==> src/rtl/axil_pkg.sv <==
// Shared types and constants for the AXI-lite read arbiter and its helpers.
package axil_pkg;

    localparam logic [1:0] AXIL_RESP_OKAY   = 2'b00;
    localparam logic [1:0] AXIL_RESP_SLVERR = 2'b10;

    typedef enum logic [1:0] {
        IDLE,
        ADDR,
        RESP,
        DRAIN
    } arb_state_t;

    // Index width that never collapses to zero bits.
    function automatic int idx_width(input int n);
        return (n > 1) ? $clog2(n) : 1;
    endfunction

endpackage

==> src/rtl/axil_rr_pick.sv <==
// Combinational round-robin search: first asserted request strictly after
// last_grant, wrapping around, so last_grant itself has lowest priority.
import axil_pkg::*;

module axil_rr_pick #(
    parameter int NUM_REQ = 4
) (
    input  logic [NUM_REQ-1:0]                req,
    input  logic [idx_width(NUM_REQ)-1:0]     last_grant,
    output logic [idx_width(NUM_REQ)-1:0]     winner,
    output logic                              found
);

    localparam int IDX_W = idx_width(NUM_REQ);

    logic [IDX_W-1:0] cand_idx [NUM_REQ];
    logic [NUM_REQ-1:0] cand_hit;

    // Candidate gi is the requester (last_grant + gi + 1) mod NUM_REQ.
    generate
        for (genvar gi = 0; gi < NUM_REQ; gi++) begin : g_cand
            logic [IDX_W:0] sum;
            assign sum = {1'b0, last_grant} + (IDX_W+1)'(gi + 1);
            assign cand_idx[gi] = (sum >= (IDX_W+1)'(NUM_REQ))
                                ? IDX_W'(sum - (IDX_W+1)'(NUM_REQ))
                                : sum[IDX_W-1:0];
            assign cand_hit[gi] = req[cand_idx[gi]];
        end
    endgenerate

    always_comb begin
        winner = '0;
        found  = 1'b0;
        for (int k = NUM_REQ - 1; k >= 0; k--) begin
            if (cand_hit[k]) begin
                winner = cand_idx[k];
                found  = 1'b1;
            end
        end
    end

endmodule

==> src/rtl/axil_read_arbiter.sv <==
// Round-robin arbiter sharing one AXI-lite read channel among NUM_REQ masters,
// one transaction in flight. Optional RESP timeout: AXIL_RD_ARB_TIMEOUT_EN.
import axil_pkg::*;

module axil_read_arbiter #(
    parameter int NUM_REQ = 4,
    parameter int ADDR_W  = 32,
    parameter int DATA_W  = 32,
    parameter int TIMEOUT = 256
) (
    input  logic                            axil_rd_arb_clk,
    input  logic                            axil_rd_arb_rst_n,
    input  logic [NUM_REQ-1:0]              s_arvalid,
    output logic [NUM_REQ-1:0]              s_arready,
    input  logic [NUM_REQ*ADDR_W-1:0]       s_araddr,
    input  logic [NUM_REQ*3-1:0]            s_arprot,
    output logic [NUM_REQ-1:0]              s_rvalid,
    input  logic [NUM_REQ-1:0]              s_rready,
    output logic [DATA_W-1:0]               s_rdata,
    output logic [1:0]                      s_rresp,
    output logic                            m_arvalid,
    input  logic                            m_arready,
    output logic [ADDR_W-1:0]               m_araddr,
    output logic [2:0]                      m_arprot,
    input  logic                            m_rvalid,
    output logic                            m_rready,
    input  logic [DATA_W-1:0]               m_rdata,
    input  logic [1:0]                      m_rresp,
    output logic [idx_width(NUM_REQ)-1:0]   grant_id,
`ifdef AXIL_RD_ARB_TIMEOUT_EN
    output logic                            timeout_err,
`endif
    output logic                            busy
);

    localparam int IDX_W = idx_width(NUM_REQ);

    arb_state_t         state_reg, state_next;
    logic [ADDR_W-1:0]  addr_reg;
    logic [2:0]         prot_reg;
    logic [IDX_W-1:0]   grant_reg;
    logic [IDX_W-1:0]   last_grant_reg;

    logic [IDX_W-1:0]   winner;
    logic               found;
    logic               accept;
    logic               timeout_hit;

    logic [ADDR_W-1:0]  req_addr [NUM_REQ];
    logic [2:0]         req_prot [NUM_REQ];

    generate
        for (genvar gi = 0; gi < NUM_REQ; gi++) begin : g_lane
            assign req_addr[gi] = s_araddr[gi*ADDR_W +: ADDR_W];
            assign req_prot[gi] = s_arprot[gi*3 +: 3];
        end
    endgenerate

    axil_rr_pick #(
        .NUM_REQ    (NUM_REQ)
    ) u_pick (
        .req        (s_arvalid),
        .last_grant (last_grant_reg),
        .winner     (winner),
        .found      (found)
    );

`ifdef AXIL_RD_ARB_TIMEOUT_EN
    localparam int CNT_W = $clog2(TIMEOUT + 1);

    logic [CNT_W-1:0] cnt_reg;

    // Counts cycles spent in RESP; saturates at the last waiting cycle.
    always_ff @(posedge axil_rd_arb_clk or negedge axil_rd_arb_rst_n) begin
        if (!axil_rd_arb_rst_n) begin
            cnt_reg <= '0;
        end else if (state_reg == ADDR && m_arready) begin
            cnt_reg <= '0;
        end else if (state_reg == RESP && cnt_reg != CNT_W'(TIMEOUT - 1)) begin
            cnt_reg <= cnt_reg + 1'b1;
        end
    end

    assign timeout_hit = (state_reg == RESP) && !m_rvalid
                       && (cnt_reg == CNT_W'(TIMEOUT - 1));
    assign timeout_err = timeout_hit && s_rready[grant_reg];
`else
    logic unused_timeout;
    assign unused_timeout = (TIMEOUT > 0);
    assign timeout_hit    = 1'b0;
`endif

    always_comb begin
        state_next = state_reg;
        accept     = 1'b0;
        s_arready  = '0;
        s_rvalid   = '0;
        s_rdata    = '0;
        s_rresp    = AXIL_RESP_OKAY;
        m_rready   = 1'b0;
        case (state_reg)
            IDLE: begin
                if (found) begin
                    accept            = 1'b1;
                    // Keep every output low while reset is held.
                    s_arready[winner] = axil_rd_arb_rst_n;
                    state_next        = ADDR;
                end
            end
            ADDR: begin
                if (m_arready) begin
                    state_next = RESP;
                end
            end
            RESP: begin
                if (timeout_hit) begin
                    // Synthesised error response; the real one is drained later.
                    s_rvalid[grant_reg] = 1'b1;
                    s_rresp             = AXIL_RESP_SLVERR;
                    if (s_rready[grant_reg]) begin
                        state_next = DRAIN;
                    end
                end else begin
                    s_rvalid[grant_reg] = m_rvalid;
                    s_rdata             = m_rdata;
                    s_rresp             = m_rresp;
                    m_rready            = s_rready[grant_reg];
                    if (m_rvalid && s_rready[grant_reg]) begin
                        state_next = IDLE;
                    end
                end
            end
            DRAIN: begin
                m_rready = 1'b1;
                if (m_rvalid) begin
                    state_next = IDLE;
                end
            end
            default: begin
                state_next = IDLE;
            end
        endcase
    end

    always_ff @(posedge axil_rd_arb_clk or negedge axil_rd_arb_rst_n) begin
        if (!axil_rd_arb_rst_n) begin
            state_reg      <= IDLE;
            addr_reg       <= '0;
            prot_reg       <= '0;
            grant_reg      <= '0;
            last_grant_reg <= IDX_W'(NUM_REQ - 1);
        end else begin
            state_reg <= state_next;
            if (accept) begin
                addr_reg       <= req_addr[winner];
                prot_reg       <= req_prot[winner];
                grant_reg      <= winner;
                last_grant_reg <= winner;
            end
        end
    end

    assign m_arvalid = (state_reg == ADDR);
    assign m_araddr  = addr_reg;
    assign m_arprot  = prot_reg;
    assign grant_id  = grant_reg;
    assign busy      = (state_reg != IDLE);

endmodule

==> config.mk <==
export PLATFORM = sky130hd
export DESIGN_NAME = axil_read_arbiter
export DESIGN_NICKNAME = d
export VERILOG_FILES = /design/src/rtl/axil_pkg.sv /design/src/rtl/axil_rr_pick.sv /design/src/rtl/axil_read_arbiter.sv
export SDC_FILE = /design/constraint.sdc
export NUM_CORES = 1
export LEC_CHECK = 0
export ABC_AREA = 1
export CAP_MARGIN = 20
export CORE_AREA = 2 2 105 107
export CTS_BUF_LIST = sky130_fd_sc_hd__clkbuf_2
export CTS_CLUSTER_DIAMETER = 60
export CTS_CLUSTER_SIZE = 25
export DETAILED_ROUTE_END_ITERATION = 10
export DIE_AREA = 0 0 107 109
export PLACE_DENSITY = 0.86
export SETUP_SLACK_MARGIN = 0.15
export SYNTH_ARGS = -nofsm -noshare
export SYNTH_HDL_FRONTEND = slang
export SYNTH_HIERARCHICAL = 1
export SYNTH_SLANG_ARGS = --single-unit
==> constraint.sdc <==
create_clock -name axil_rd_arb_clk -period 5.8 [get_ports axil_rd_arb_clk]
set_input_delay 1.16 -clock axil_rd_arb_clk [delete_from_list [all_inputs] [get_ports axil_rd_arb_clk]]
set_output_delay 1.16 -clock axil_rd_arb_clk [all_outputs]
set_load 0.01 [all_outputs]
After elaboration in Yosys (flattened, before gate mapping)
Cells that the tools add are included.

storage, ports and cells
  bits in registers = 41
  input port bits = 186
  output and inout bits = 82
  logic and storage cells = 87

cells by class
  $add $sub $neg = 8
  order comparisons = 13
  equal/unequal tests = 7
  multiplexer cells = 45
  bitwise logic cells = 3
  reductions and logical operators = 6

operators with widths
  kind                                                               count
  2-to-1 mux 32 bit                                                  3
  binary-select mux 32 bit (select 2 bit)                            1
  2-to-1 mux 2 bit                                                   13
  < comparator 2 x 3 -> 1 bit, second input constant                 6
  greater-or-equal comparator 3 bit, second input constant           5
  2-to-1 mux 1 bit                                                   13
  2-to-1 mux 4 bit                                                   3
  binary-select mux 1 bit (select 2 bit)                             5
  AND 4 bit                                                          2
  one-hot mux 2 bit (4 select lines)                                 1
  subtractor 2 x 1 -> 2 bit, second input constant                   4
  adder 2 x 2 -> 3 bit, second input constant                        2
  binary-select mux 3 bit (select 2 bit)                             1
  2-to-1 mux 3 bit                                                   2
  inequality test 2 bit, second input constant                       3
  demux 1 bit (select 2 bit)                                         2
  == test 2 bit, second input constant                               2
  greater-or-equal comparator 2 x 1 -> 1 bit, second input constant  2
  AND reduction 4 bit                                                1
  adder 2 x 1 -> 3 bit, second input constant                        1
  adder 2 x 3 -> 3 bit, second input constant                        1
  logical AND 1 bit                                                  3
  NOT 2 -> 3 bit                                                     1
  == test 2 x 1 -> 1 bit, second input constant                      1
  4 further kinds                                                    4

Depth between registers and ports, before layout
  depth in word-level cells = 16
  gate-level depth with buffers = 17

By module
Netlist, hierarchy kept.

modules (own cells, without submodules)
  module             instances  cells each  area each (µm²)  sequential area each (µm²)
  axil_read_arbiter  1          474         2904.0           1028.5
  axil_rr_pick       1          49          226.5            0.0

Least setup slack after synthesis
Ideal clock, no wire load.

  path kind = input port to output port
  from = input s_arvalid[1]
  to = output s_arready[1]
  arrival = 2393 ps
  required time = 4640 ps
  path slack = 2247 ps
  stages = 11
  path buffers = 1
  path through = inv_1 o21ai_2 nand2_1 nand2_1 nand2_1 nand2_1 nand2_1 nand2_1 inv_2 clkbuf_1 nor3_1

between the ends
  word-level cells in the longest chain between the ends = 13
  elaborated cells on any way between the ends = 24
  those cells by class = order compare (2); mux (20); bitwise (1); reduce/logical (1)

ends and longest elaborated chain
  item                                                                                                             RTL line                  text
  start: declaration                                                                                               axil_read_arbiter.sv:13   input logic [NUM_REQ-1:0] s_arvalid,
  binary-select mux 1 bit (select 2 bit)                                                                           axil_rr_pick.sv:27        assign cand_hit[gi] = req[cand_idx[gi]];
  2-to-1 mux 1 bit (not written as such)                                                                           axil_rr_pick.sv:27
  2-to-1 mux 2 bit (3 in a row)                                                                                    axil_rr_pick.sv:35        if (cand_hit[k]) begin
  2-to-1 mux 2 bit *                                                                                               axil_rr_pick.sv:35
  named net winner[0]                                                                                              axil_read_arbiter.sv:44   logic [IDX_W-1:0] winner;
  < comparator 2 x 3 -> 1 bit (not written as such) or greater-or-equal comparator 2 x 1 -> 1 bit (tied branches)  axil_read_arbiter.sv:106  s_arready[winner] = axil_rd_arb_rst_n;
  logical AND 1 bit (not written as such)                                                                          axil_read_arbiter.sv:106
  2-to-1 mux 1 bit (not written as such)                                                                           axil_read_arbiter.sv:106
  demux 1 bit (select 2 bit) *                                                                                     axil_read_arbiter.sv:106
  AND 4 bit (no line) *                                                                                            n/a
  2-to-1 mux 4 bit *                                                                                               axil_read_arbiter.sv:103  if (found) begin
  2-to-1 mux 4 bit *                                                                                               axil_read_arbiter.sv:101  case (state_reg)
  end: declaration                                                                                                 axil_read_arbiter.sv:14   output logic [NUM_REQ-1:0] s_arready,

Mark *: on every way through the listed nets, which the timed path passes. The rest lies on a longest branch. The select of a mux whose other input is x is not followed.

Final worst setup path
Ends and elaborated chain as after synthesis.

==> metrics.txt <==
outcome finished, final reports clean; final hold vios 0; CP Capture Type output pin; Largest register FFs 32; path depth of the worst reg2reg path 15; Mapped Avg Cell Area 5.986 sq um; total wire length about 13 mm; row cnt 38; cell mode on critical path nand2_1; Crit path largest cell delay about 0.58 ns; skew final about 0.014 ns; vias in the first global route about 4.1k; first-pass GRT wire length about 20 mm; post-route ant nets 0; Int Pwr 0.001397 W; Synth Cell Area between 0.003 and 0.004 sq mm; Sw Ratio a little over half; post-CTS setup buffers 0; CTS sink cnt 41; dominant cell type by area after synthesis dfrtp_1; number of top-level pins around 270; hold buffer count at CTS 0; global route overflow 0; WP data arrival between 3 and 4 ns; nets 956; critical path required time 4.64 ns; DR WL/cell roughly 14 um; Die ar. roughly 0.012 sq mm; Tightest Pin Transition roughly 0.9 ns; post-synthesis cell type count 23; P_sw 0.001661 W; Pleak 2.725 nW; crit path kind input pin to output pin; warnings from Yosys 6; CTS max path bufs 2; Slew Viols, Final 0; routability cong. around 0.84; H-tree Lvls 2; Max FO, Critical Path 7; Critical Path, Cell by Cell clkdlybuf4s50_1, inv_1, o21ai_2, nand2_1, nand2_1, nand2_1, nand2_1, nand2_1, nand2_2, inv_2, nor3_1, clkdlybuf4s50_1; final setup vio count 0; CP Launch Type input pin; clock-pin slew on the worst setup and hold paths between 0.2 and 0.25 ns; Final Critical Period ~4.4 ns; largest net degree at the start of global routing slightly above 70; PD cells 519.5 mW/mm^2; Reg power frac between 10% and 20%; syn nets between 700 and 800; worst skew pair latency around 0.40 ns; CP max-delay cell clkdlybuf4s50_1; final std cells w/o fill just over 900; Hold WS just over 0.5 ns; Placeable Area about 0.011 sq mm; ANT cells 0; CTS tree built; cts bufs inserted 5; Synth Instances approximately 520; Die H about 110 um; Initial Utilization between 20% and 30%; antenna violations before repair 0; Die W approximately 110 um; fmax around 230 MHz; Slew headroom about two fifths; Pre-antenna DRT Iters 5; GRT Total Usage a little over a fifth; post-CTS sizing 0; Syn-to-layout area delta 88.05%; # DRC 0; main area contributors after synthesis dfrtp_1 (31%), nand2_1 (27%), nand3_1 (12%); combinational power share just under 80%; Worst Hold Class register to register; Synth top area share between 30 and 40%; layout cells sized above 1 roughly 4.3%; maximum VDD drop ~0.73 mV; clk root buf clkbuf_2; #FFs+latches synth between 40 and 50; Tcrit/Tclk final 75.45%; via/cell ratio 4.698; post-synthesis sequential area ratio approximately 33%; total number of vias between 4k and 5k; post-DP HPWL ~9.6 mm; Clk pwr share under 10%; initial DRC count approximately 210; # port buffers 267; Hold Path Depth 2; setup TNS 0 ns; max cap viols 0; Cells after DPL around 900; RSZ-0062 raised after global routing no
## worst paths after layout
check | endpoint | start | slack [ns]
setup / recovery | s_arready[1] | s_arvalid[1] | 1.42
hold / removal | m_araddr[22] | m_araddr[22] | 0.51
setup reg to reg | m_araddr[30] | last_grant_reg[0] | 2.77
hold reg to reg | m_araddr[22] | m_araddr[22] | 0.51
max in group asynchronous | last_grant_reg[1] | axil_rd_arb_rst_n | 4.50
min in group asynchronous | m_arprot[0] | axil_rd_arb_rst_n | 0.90
## cells by family after synthesis
kind of cell / Yosys count / share of synthesized area (%)
and+or+nand+nor: 392 / 54.08
buffers and inverters: 85 / 11.99
DFF: 41 / 32.85
AOI/OAI and AO/OA: 5 / 1.079
## through the flow
stage / power, W / util [%] / setup WS (ns) / instance area [sq um]
after floorplan: 0.002081 / - / 2.247 / 3131
after global placement: 0.002916 / 55.12 / 1.483 / 5844
after detailed placement: 0.002971 / 55.12 / 1.421 / 5844
after global routing: 0.003366 / 55.52 / 1.294 / 5887
final: 0.003058 / 55.52 / 1.424 / 5887
after CTS: 0.003103 / 55.52 / 1.419 / 5887
## critical path, delay by kind of cell
family                 cells  cell delay [ns]
AOI/OAI and AO/OA          1             0.16
and+or+nand+nor            7             0.74
buffers and inverters      4             1.16
## cells in the mapped netlist, drive strengths merged
| cell | instances |
|---|---|
| nor3 | 7 |
| o221ai | 1 |
| o21ai | 3 |
| buf | 19 |
| dfrtp | 39 |
| nand4 | 35 |
| nor2 | 42 |
| clkbuf | 13 |
| dfstp | 2 |
| inv | 53 |
| and2 | 1 |
| nand3 | 74 |
| a31oi | 1 |
| nand2 | 233 |
## power groups by stage
stage / sequential, W / clock (W) / combinational (W)
global route: 0.000551 / 0.000145 / 0.00267
floorplan: 0.000576 / 0 / 0.00151
finish: 0.000531 / 0.000129 / 0.00240
global placement: 0.000531 / 0 / 0.00239
CTS: 0.000531 / 0.000137 / 0.00244
detailed placement: 0.000536 / 0 / 0.00244
## layout by cell type (no fill, tap or decap), types with 2 or more instances in the layout
cell | Yosys | final
dfrtp_1 | 39 | 39
clkinv_2 | 0 | 2
clkbuf_2 | 0 | 5
o21ai_0 | 2 | 2
nor3_1 | 7 | 7
nand2_2 | 4 | 5
nor2_4 | 2 | 2
nand2_1 | 229 | 228
inv_2 | 6 | 6
nand4_1 | 35 | 35
nor2_1 | 39 | 39
inv_1 | 46 | 46
buf_4 | 6 | 5
dfstp_2 | 2 | 2
nand3_1 | 74 | 74
clkdlybuf4s50_1 | 0 | 266
## layer usage
layer  up-vias  GRT usage [%]  wire, um
met5         -              0         0
met4         0          6.215       265
met3        17          6.515      1288
met2       201          40.86      6271
met1      1917          22.37      4736
li1       2145              -         -
## final cells by class
type,instances,area (sq um)
Fill cell,997,4716
Timing Repair Buffer,272,2705
Multi-Input combinational cell,397,1729
Sequential cell,41,1028
Inverter,53,206.4
Tap cell,140,175.2
Clock buffer,5,25.02
Clock inverter,3,17.52
Power figures use the tool's default switching activity.
